### config.mk
export PLATFORM = sky130hd
export DESIGN_NAME = ifm_win_ctrl_flat
export DESIGN_NICKNAME = d
export VERILOG_FILES = /design/src/rtl/ifm_win_ctrl_if.sv /design/src/rtl/ifm_win_ctrl.sv /design/src/flat_wrapper.sv
export SDC_FILE = /design/constraint.sdc
export NUM_CORES = 1
export LEC_CHECK = 0
export ABC_AREA = 1
export CORE_MARGIN = 4
export CORE_UTILIZATION = 49
export CTS_CLUSTER_SIZE = 14
export DETAILED_ROUTE_END_ITERATION = 8
export PLACE_DENSITY = 0.85
export SYNTH_ARGS = -nofsm -noshare
export SYNTH_HDL_FRONTEND = slang
export SYNTH_SLANG_ARGS = --single-unit
### constraint.sdc
create_clock -name clk -period 2.5 [get_ports clk]
set_clock_uncertainty 0.2 [all_clocks]
set_input_delay 0.25 -clock clk [delete_from_list [all_inputs] [get_ports clk]]
set_output_delay 0.25 -clock clk [all_outputs]
set_load 0.01 [all_outputs]
### src/rtl/ifm_win_ctrl_if.sv
// Bus bundle between ifm_win_ctrl (master) and the layer FSM, IFM SRAMs, row buffers and PE array.
// stall_cnt is present only when IFM_WIN_STALL_CNT_EN is defined.
interface ifm_win_ctrl_if #(
  parameter int unsigned ADDR_W = 6
);
  logic              start;
  logic              stall;
  logic              mem_en;
  logic [ADDR_W-1:0] mem_addr0;
  logic [ADDR_W-1:0] mem_addr1;
  logic [ADDR_W-1:0] mem_addr2;
  logic              ifm_read;
  logic              win_valid;
  logic [7:0]        win_row;
  logic [7:0]        win_col;
  logic              busy;
  logic              done;
`ifdef IFM_WIN_STALL_CNT_EN
  logic [15:0]       stall_cnt;

  modport master (
    input  start, stall,
    output mem_en, mem_addr0, mem_addr1, mem_addr2, ifm_read,
    output win_valid, win_row, win_col, busy, done, stall_cnt
  );
  modport slave (
    output start, stall,
    input  mem_en, mem_addr0, mem_addr1, mem_addr2, ifm_read,
    input  win_valid, win_row, win_col, busy, done, stall_cnt
  );
`else
  modport master (
    input  start, stall,
    output mem_en, mem_addr0, mem_addr1, mem_addr2, ifm_read,
    output win_valid, win_row, win_col, busy, done
  );
  modport slave (
    output start, stall,
    input  mem_en, mem_addr0, mem_addr1, mem_addr2, ifm_read,
    input  win_valid, win_row, win_col, busy, done
  );
`endif
endinterface

### src/rtl/ifm_win_ctrl.sv
// 3x3 window sequencer: reads IFM rows r..r+2 column by column, shifts the row buffers, flags full windows.
// Optional IFM_WIN_STALL_CNT_EN adds a saturating stall-cycle counter on the bus.
module ifm_win_ctrl #(
  parameter int unsigned IFM_W  = 8,
  parameter int unsigned IFM_H  = 8,
  parameter int unsigned ADDR_W = 6
) (
  input logic            clk,
  input logic            rst_n,
  ifm_win_ctrl_if.master bus
);
  localparam int unsigned RW = $clog2(IFM_H);
  localparam int unsigned CW = $clog2(IFM_W + 1);
  localparam logic [ADDR_W-1:0] W_A = ADDR_W'(IFM_W);

  typedef enum logic [1:0] {S_IDLE, S_READ, S_ROW_END, S_DONE} state_e;

  state_e            state_q, state_d;
  logic [RW-1:0]     r_q, r_d;
  logic [CW-1:0]     c_q, c_d;
  logic [CW-1:0]     rd_col_q, rd_col_d;
  logic              pend_q, pend_d;
  logic [ADDR_W-1:0] addr0_q, addr0_d, addr1_q, addr1_d, addr2_q, addr2_d;
  logic              win_valid_q, win_valid_d;
  logic [7:0]        win_row_q, win_row_d, win_col_q, win_col_d;
  logic              busy_q, busy_d, done_q, done_d;

  logic              issue_c, shift_c;
  logic [ADDR_W-1:0] base0_c, base1_c, base2_c;

  // Issue and shift strobes are combinational so a stall gates them in the same cycle.
  always_comb begin
    issue_c = (state_q == S_READ) && !bus.stall && (c_q < CW'(IFM_W));
    shift_c = pend_q && !bus.stall;
    base0_c = ADDR_W'(r_q) * W_A + ADDR_W'(c_q);
    base1_c = base0_c + W_A;
    base2_c = base1_c + W_A;
  end

  always_comb begin
    state_d     = state_q;
    r_d         = r_q;
    c_d         = c_q;
    rd_col_d    = rd_col_q;
    pend_d      = pend_q;
    addr0_d     = addr0_q;
    addr1_d     = addr1_q;
    addr2_d     = addr2_q;
    win_row_d   = win_row_q;
    win_col_d   = win_col_q;
    win_valid_d = shift_c && (rd_col_q >= CW'(2));

    if (win_valid_d) begin
      win_row_d = 8'(r_q);
      win_col_d = 8'(rd_col_q - CW'(2));
    end

    if (issue_c) begin
      pend_d   = 1'b1;
      rd_col_d = c_q;
      c_d      = c_q + CW'(1);
      addr0_d  = base0_c;
      addr1_d  = base1_c;
      addr2_d  = base2_c;
    end else if (shift_c) begin
      pend_d = 1'b0;
    end

    unique case (state_q)
      S_IDLE: begin
        if (bus.start) begin
          state_d = S_READ;
          r_d     = '0;
          c_d     = '0;
        end
      end
      S_READ: begin
        if (!bus.stall && (c_q == CW'(IFM_W)) && !pend_q) state_d = S_ROW_END;
      end
      S_ROW_END: begin
        if (!bus.stall) begin
          if (r_q == RW'(IFM_H - 3)) begin
            state_d = S_DONE;
          end else begin
            r_d     = r_q + RW'(1);
            c_d     = '0;
            state_d = S_READ;
          end
        end
      end
      S_DONE:  state_d = S_IDLE;
      default: state_d = S_IDLE;
    endcase

    busy_d = (state_d == S_READ) || (state_d == S_ROW_END);
    done_d = (state_d == S_DONE);
  end

  always_ff @(posedge clk or negedge rst_n) begin
    if (!rst_n) begin
      state_q     <= S_IDLE;
      r_q         <= '0;
      c_q         <= '0;
      rd_col_q    <= '0;
      pend_q      <= 1'b0;
      addr0_q     <= '0;
      addr1_q     <= '0;
      addr2_q     <= '0;
      win_valid_q <= 1'b0;
      win_row_q   <= '0;
      win_col_q   <= '0;
      busy_q      <= 1'b0;
      done_q      <= 1'b0;
    end else begin
      state_q     <= state_d;
      r_q         <= r_d;
      c_q         <= c_d;
      rd_col_q    <= rd_col_d;
      pend_q      <= pend_d;
      addr0_q     <= addr0_d;
      addr1_q     <= addr1_d;
      addr2_q     <= addr2_d;
      win_valid_q <= win_valid_d;
      win_row_q   <= win_row_d;
      win_col_q   <= win_col_d;
      busy_q      <= busy_d;
      done_q      <= done_d;
    end
  end

  // Addresses hold their last issued value while mem_en is low.
  assign bus.mem_en    = issue_c;
  assign bus.mem_addr0 = issue_c ? base0_c : addr0_q;
  assign bus.mem_addr1 = issue_c ? base1_c : addr1_q;
  assign bus.mem_addr2 = issue_c ? base2_c : addr2_q;
  assign bus.ifm_read  = shift_c;
  assign bus.win_valid = win_valid_q;
  assign bus.win_row   = win_row_q;
  assign bus.win_col   = win_col_q;
  assign bus.busy      = busy_q;
  assign bus.done      = done_q;

`ifdef IFM_WIN_STALL_CNT_EN
  logic [15:0] stall_cnt_q, stall_cnt_d;

  always_comb begin
    stall_cnt_d = stall_cnt_q;
    if ((state_q == S_IDLE) && bus.start) begin
      stall_cnt_d = '0;
    end else if (busy_q && bus.stall && (stall_cnt_q != 16'hFFFF)) begin
      stall_cnt_d = stall_cnt_q + 16'd1;
    end
  end

  always_ff @(posedge clk or negedge rst_n) begin
    if (!rst_n) stall_cnt_q <= '0;
    else        stall_cnt_q <= stall_cnt_d;
  end

  assign bus.stall_cnt = stall_cnt_q;
`endif
endmodule
### src/flat_wrapper.sv
// flat-port wrapper written by rule: the top's interface ports become plain ports
module ifm_win_ctrl_flat 
#(
  parameter int unsigned IFM_W  = 8,
  parameter int unsigned IFM_H  = 8,
  parameter int unsigned ADDR_W = 6
)
  (clk, rst_n, bus_start, bus_stall, bus_mem_en, bus_mem_addr0, bus_mem_addr1, bus_mem_addr2, bus_ifm_read, bus_win_valid, bus_win_row, bus_win_col, bus_busy, bus_done);
  ifm_win_ctrl_if #(.ADDR_W(ADDR_W)) bus_i ();
  input logic clk;
  input logic rst_n;
  input wire logic [$bits(bus_i.start)-1:0] bus_start;
  input wire logic [$bits(bus_i.stall)-1:0] bus_stall;
  output wire logic [$bits(bus_i.mem_en)-1:0] bus_mem_en;
  output wire logic [$bits(bus_i.mem_addr0)-1:0] bus_mem_addr0;
  output wire logic [$bits(bus_i.mem_addr1)-1:0] bus_mem_addr1;
  output wire logic [$bits(bus_i.mem_addr2)-1:0] bus_mem_addr2;
  output wire logic [$bits(bus_i.ifm_read)-1:0] bus_ifm_read;
  output wire logic [$bits(bus_i.win_valid)-1:0] bus_win_valid;
  output wire logic [$bits(bus_i.win_row)-1:0] bus_win_row;
  output wire logic [$bits(bus_i.win_col)-1:0] bus_win_col;
  output wire logic [$bits(bus_i.busy)-1:0] bus_busy;
  output wire logic [$bits(bus_i.done)-1:0] bus_done;
  assign bus_i.start = bus_start;
  assign bus_i.stall = bus_stall;
  assign bus_mem_en = bus_i.mem_en;
  assign bus_mem_addr0 = bus_i.mem_addr0;
  assign bus_mem_addr1 = bus_i.mem_addr1;
  assign bus_mem_addr2 = bus_i.mem_addr2;
  assign bus_ifm_read = bus_i.ifm_read;
  assign bus_win_valid = bus_i.win_valid;
  assign bus_win_row = bus_i.win_row;
  assign bus_win_col = bus_i.win_col;
  assign bus_busy = bus_i.busy;
  assign bus_done = bus_i.done;
  ifm_win_ctrl #(.IFM_W(IFM_W), .IFM_H(IFM_H), .ADDR_W(ADDR_W)) u_core (.clk(clk), .rst_n(rst_n), .bus(bus_i));
endmodule
== Yosys cells after proc, flatten, opt, wreduce, memory -nomap -nowiden ==
Cells that the tools add are included.
Word-level totals
  bits in registers: 46
  input port bits: 4
  output and inout port bits: 39
  word-level logic and storage cells: 64
Cells by class
  $add $sub $neg: 6
  order comparisons: 2
  eq/ne operators: 11
  mux-type cells: 19
  reduce and logical (&&, ||, !) cells: 13
Operators with widths (number)
  two-way mux 6 bit: 3
  two-way mux 4 bit: 4
  adder 6 x 4 -> 6 bit (second input constant): 2
  two-way mux 3 bit: 3
  == test 2 bit (second input constant): 4
  two-way mux 2 bit: 4
  case mux 2 bit (4 select lines): 1
  case mux 4 bit (2 select lines): 1
  adder 6 x 4 -> 6 bit: 1
  logical AND 1 bit: 6
  != test 2 bit (second input constant): 3
  case mux 3 bit (2 select lines): 1
  subtractor 4 x 2 -> 5 bit (second input constant): 1
  adder 4 x 1 -> 4 bit (second input constant): 1
  == test 2 x 1 -> 1 bit (second input constant): 2
  == test 4 bit (second input constant): 1
  >= comparator 4 x 2 -> 1 bit (second input constant): 1
  < comparator 4 bit (second input constant): 1
  AND reduction 4 bit: 1
  nonzero test 2 bit: 2
  adder 3 x 1 -> 3 bit (second input constant): 1
  == test 3 bit (second input constant): 1
  logical NOT 1 bit: 2
  logical NOT 2 bit: 1
  other kinds (2): 3

== Logic depth before layout (Yosys ltp) ==
  depth after elaboration: 7
  mapped depth: 9

== Worst setup path before layout ==
No wires, ideal clock.
  kind: register to output
  start point: register u_core.r_q[0]
  end point: output port bus_mem_addr1[5]
  data arrival time: 1534 ps
  slack: 516 ps
  stages on the path, launching flop included: 7
  cell sequence: dfrtp_1 > ha_1 > ha_1 > ha_1 > inv_1 > nand3_1 > a31oi_1
Between the ends
  cells in the longest elaborated chain, start to end: 3
Ends and longest elaborated chain
  from (decl): line ifm_win_ctrl.sv:19  | logic [RW-1:0] r_q, r_d;
  from (signal assigned): line ifm_win_ctrl.sv:116  | r_q <= r_d;
  adder 6 x 4 -> 6 bit: line ifm_win_ctrl.sv:35  | base0_c = ADDR_W'(r_q) * W_A + ADDR_W'(c_q);
  adder 6 x 4 -> 6 bit: line ifm_win_ctrl.sv:36  | base1_c = base0_c + W_A;
  two-way mux 6 bit: line ifm_win_ctrl.sv:134  | assign bus.mem_addr1 = issue_c ? base1_c : addr1_q;
  to (decl): line flat_wrapper.sv:16  | output wire logic [$bits(bus_i.mem_addr1)-1:0] bus_mem_addr1;
No other way between the ends.

== Final worst setup path ==
  start point: register u_core.c_q[3]
  end point: output port bus_mem_addr0[4]
Between the ends
  cells in the longest elaborated chain, start to end: 3
Ends and longest elaborated chain
  from (decl): line ifm_win_ctrl.sv:20  | logic [CW-1:0] c_q, c_d;
  from (signal assigned): line ifm_win_ctrl.sv:103  | c_q <= '0;
  from (signal assigned): line ifm_win_ctrl.sv:117  | c_q <= c_d;
  branches (longest 2 deep; another with adder 6 x 4 -> 6 bit)
  two-way mux 6 bit *: line ifm_win_ctrl.sv:133  | assign bus.mem_addr0 = issue_c ? base0_c : addr0_q;
  to (decl): line flat_wrapper.sv:15  | output wire logic [$bits(bus_i.mem_addr0)-1:0] bus_mem_addr0;
Mark *: on every way between the ends.

==> results_dict.tcl <==
set metrics [dict create \
    cts-root-buf "clkbuf_8" \
    grt_pass1_vias 1405 \
    ir_drop_mv 0.809 \
    required_ps 2050 \
    std_cell_rows 22 \
    setup_slack_ps 109 \
    setup_viol 0 \
    htreeDepth 2 \
    final_core_utilization_pct 65.1 \
    core_area_mm2 0.00372 \
    grt_max_degree 44 \
    endpoint_kind "output pin" \
    outcome "finished, final reports clean" \
    ys_ff_latch 43 \
    area_growth_syn_to_layout_pct 26.0 \
    grt_pass1_wl_mm 6.40 \
    pwr_density_cell_mw_per_mm2 1210 \
    maxCapViolCount 0 \
    period_share_pct 95.6 \
    gp_congestion 0.778 \
    worstPathArrival_ps 1940 \
    crit_path_max_fanout 2 \
    fin_nets 265 \
    crit_type "reg -> out" \
    die_h_um 70.6 \
    viasPerCell 4.96 \
    antenna_left 0 \
    max_freq_mhz 418 \
    grt_overflow 0 \
    drtIter0Drc 81 \
    ys_warn_count 0 \
    timing.final.hold_violations 0 \
    total_power_mw 2.93 \
    vias 1483 \
    drc 0 \
    wirelength_mm 3.85 \
    drive_gt1_share_pct 11.2 \
    cts.sinks 43 \
    antennaDiodeCount 0 \
    max_slew_margin_pct 38.6 \
    wire_per_inst_um 12.9 \
    fillCellCount 305 \
    worst_pin_slew_ps 921 \
    place_hpwl_mm 2.91 \
    place_ws_ps -22.7 \
    postSynthAreaPerCell_um2 9.27 \
    dieArea_mm2 0.00498 \
    syn_area_mm2 0.00192 \
    yosys.cell_types.count 22 \
    drt_first_pass_iters 4 \
    p_leak_nw 1.24 \
    seqCellArea_mm2 0.00108 \
    multi_input_area_um2 709 \
    clk_pin_slew_ps 70 \
    clockBufferDepth 2 \
    initial_core_util_pct 51.6 \
    portBuffers 37 \
    start_kind "flip-flop" \
    track_usage_pct 16.1 \
    cts_tree "yes" \
    min_period_ps 2390 \
    slew_violations 0 \
    io_pins 43 \
    die_width_um 70.6 \
    netlist_instances 207 \
    cts_inserted_buffers 5 \
    antenna_found_initial 0 \
    holdCritPathClass "reg -> reg" \
    insertion_delay_ps 290 \
    yosysSeqAreaShare_pct 56.1 \
]
## per-layer routing
layer | global-route usage [%] | wire length, µm | vias up
li1 | - | - | 723
met5 | 0 | 0 | -
met1 | 20.4 | 1640 | 713
met3 | 4.55 | 215 | 5
met2 | 26.9 | 1970 | 42
met4 | 5.22 | 24 | 0
## power breakdown
part,internal (mW),switching [mW],leakage [nW]
registers,0.968,0.129,0.538
logic,0.680,0.750,0.662
clock network,0.196,0.212,0.0422
total,1.84,1.09,1.24
## flip-flops by register name, indices dropped and copies added, names as in the netlist
name and flops:
u_core.addr0_q 6, u_core.addr1_q 6, u_core.addr2_q 6, u_core.bus.busy 1, u_core.bus.done 1, u_core.bus.win_col 5, u_core.bus.win_row 3, u_core.bus.win_valid 1
u_core.c_q 4, u_core.pend_q 1, u_core.r_q 3, u_core.rd_col_q 4, u_core.state_q 2
## placed cells by master, fill, tap and decap left out, drive strengths merged, types with 7 or more instances in the layout
cell type / n
buf: 9
clkbuf: 7
clkdlybuf4s50: 29
dfrtp: 43
ha: 11
inv: 21
nand2: 68
nand3: 7
nor2: 15
o21ai: 17
## timing repair
action | in CTS | in global routing
resized for setup | 14 | 10
pin swaps | 1 | 0
buffers inserted | 0 | 0
setup endpoints to repair | 13 | 14
hold buffers | 1 | 0
endpoints found under the hold margin | 43 | 0
## worst max-delay path, cell delays in order, from the launching register on
cell and delay, ps:
dfrtp_1 380, ha_1 200, ha_1 290, buf_4 140, or2_1 240, o21a_1 120, dlygate4sd2_1 290
## cell type report
class / instances / share of cell area, %
flip-flops and latches: 43 / 44.5
multi-input cells: 135 / 29.3
repair buffers: 44 / 16.9
inverters: 21 / 3.47
clock buffers: 7 / 3.16
well taps: 48 / 2.48
clock inverters: 1 / 0.207
## stage by stage
| step | cell area, µm² | cells | TNS, ps | hold slack (ps) |
|---|---|---|---|---|
| 6_report | 2420 | 299 | 0 | 279 |
| 5_1_grt | 2420 | 299 | -6.42 | 325 |
| 4_1_cts | 2390 | 299 | 0 | 283 |
| 3_5_place_dp | 2310 | 290 | -28.2 | 237 |
| 3_3_place_gp | 2310 | 290 | 0 | 235 |
| 2_1_floorplan | 1930 | 211 | 0 | -246 |
## cell usage after synthesis
master	n	area share, %
or2_1	1	0.33
dfrtp_1	43	56
o21bai_1	1	0.39
nand2_1	66	13
nand2_2	2	0.65
nor2_1	14	2.7
inv_1	20	3.9
buf_2	1	0.26
a31oi_1	2	0.65
inv_2	1	0.20
o221ai_1	2	0.91
nand4_1	1	0.33
xnor2_1	2	0.91
buf_4	9	3.5
o21a_1	2	0.78
nor2_2	1	0.33
nand3_1	7	1.8
o21ai_0	17	4.4
conb_1	1	0.20
buf_6	2	1.2
ha_1	11	7.2
or2_2	1	0.33
## cells by family after synthesis
logic type	synth area share, %
xor+xnor	0.913
fa+ha+maj	7.17
compound gates	7.17
simple gates	19.4
other cells	0.195
flops	56.1
buf+inv	9.06
## worst paths after layout
| check | start | endpoint | slack, ps | cells past startpoint |
|---|---|---|---|---|
| setup reg to reg | u_core.c_q[3] | u_core.addr2_q[5] | 690 | 8 |
| setup / recovery | u_core.c_q[3] | bus_mem_addr0[4] | 110 | 6 |
| min in group asynchronous | rst_n | u_core.bus.win_col[1] | 440 | 2 |
| hold reg to reg | u_core.addr1_q[0] | u_core.addr1_q[0] | 280 | 2 |
| max in group asynchronous | rst_n | u_core.addr1_q[4] | 1090 | 2 |
| hold / removal | u_core.addr1_q[0] | u_core.addr1_q[0] | 280 | 2 |
No activity file was read; power rests on OpenSTA's default activity.
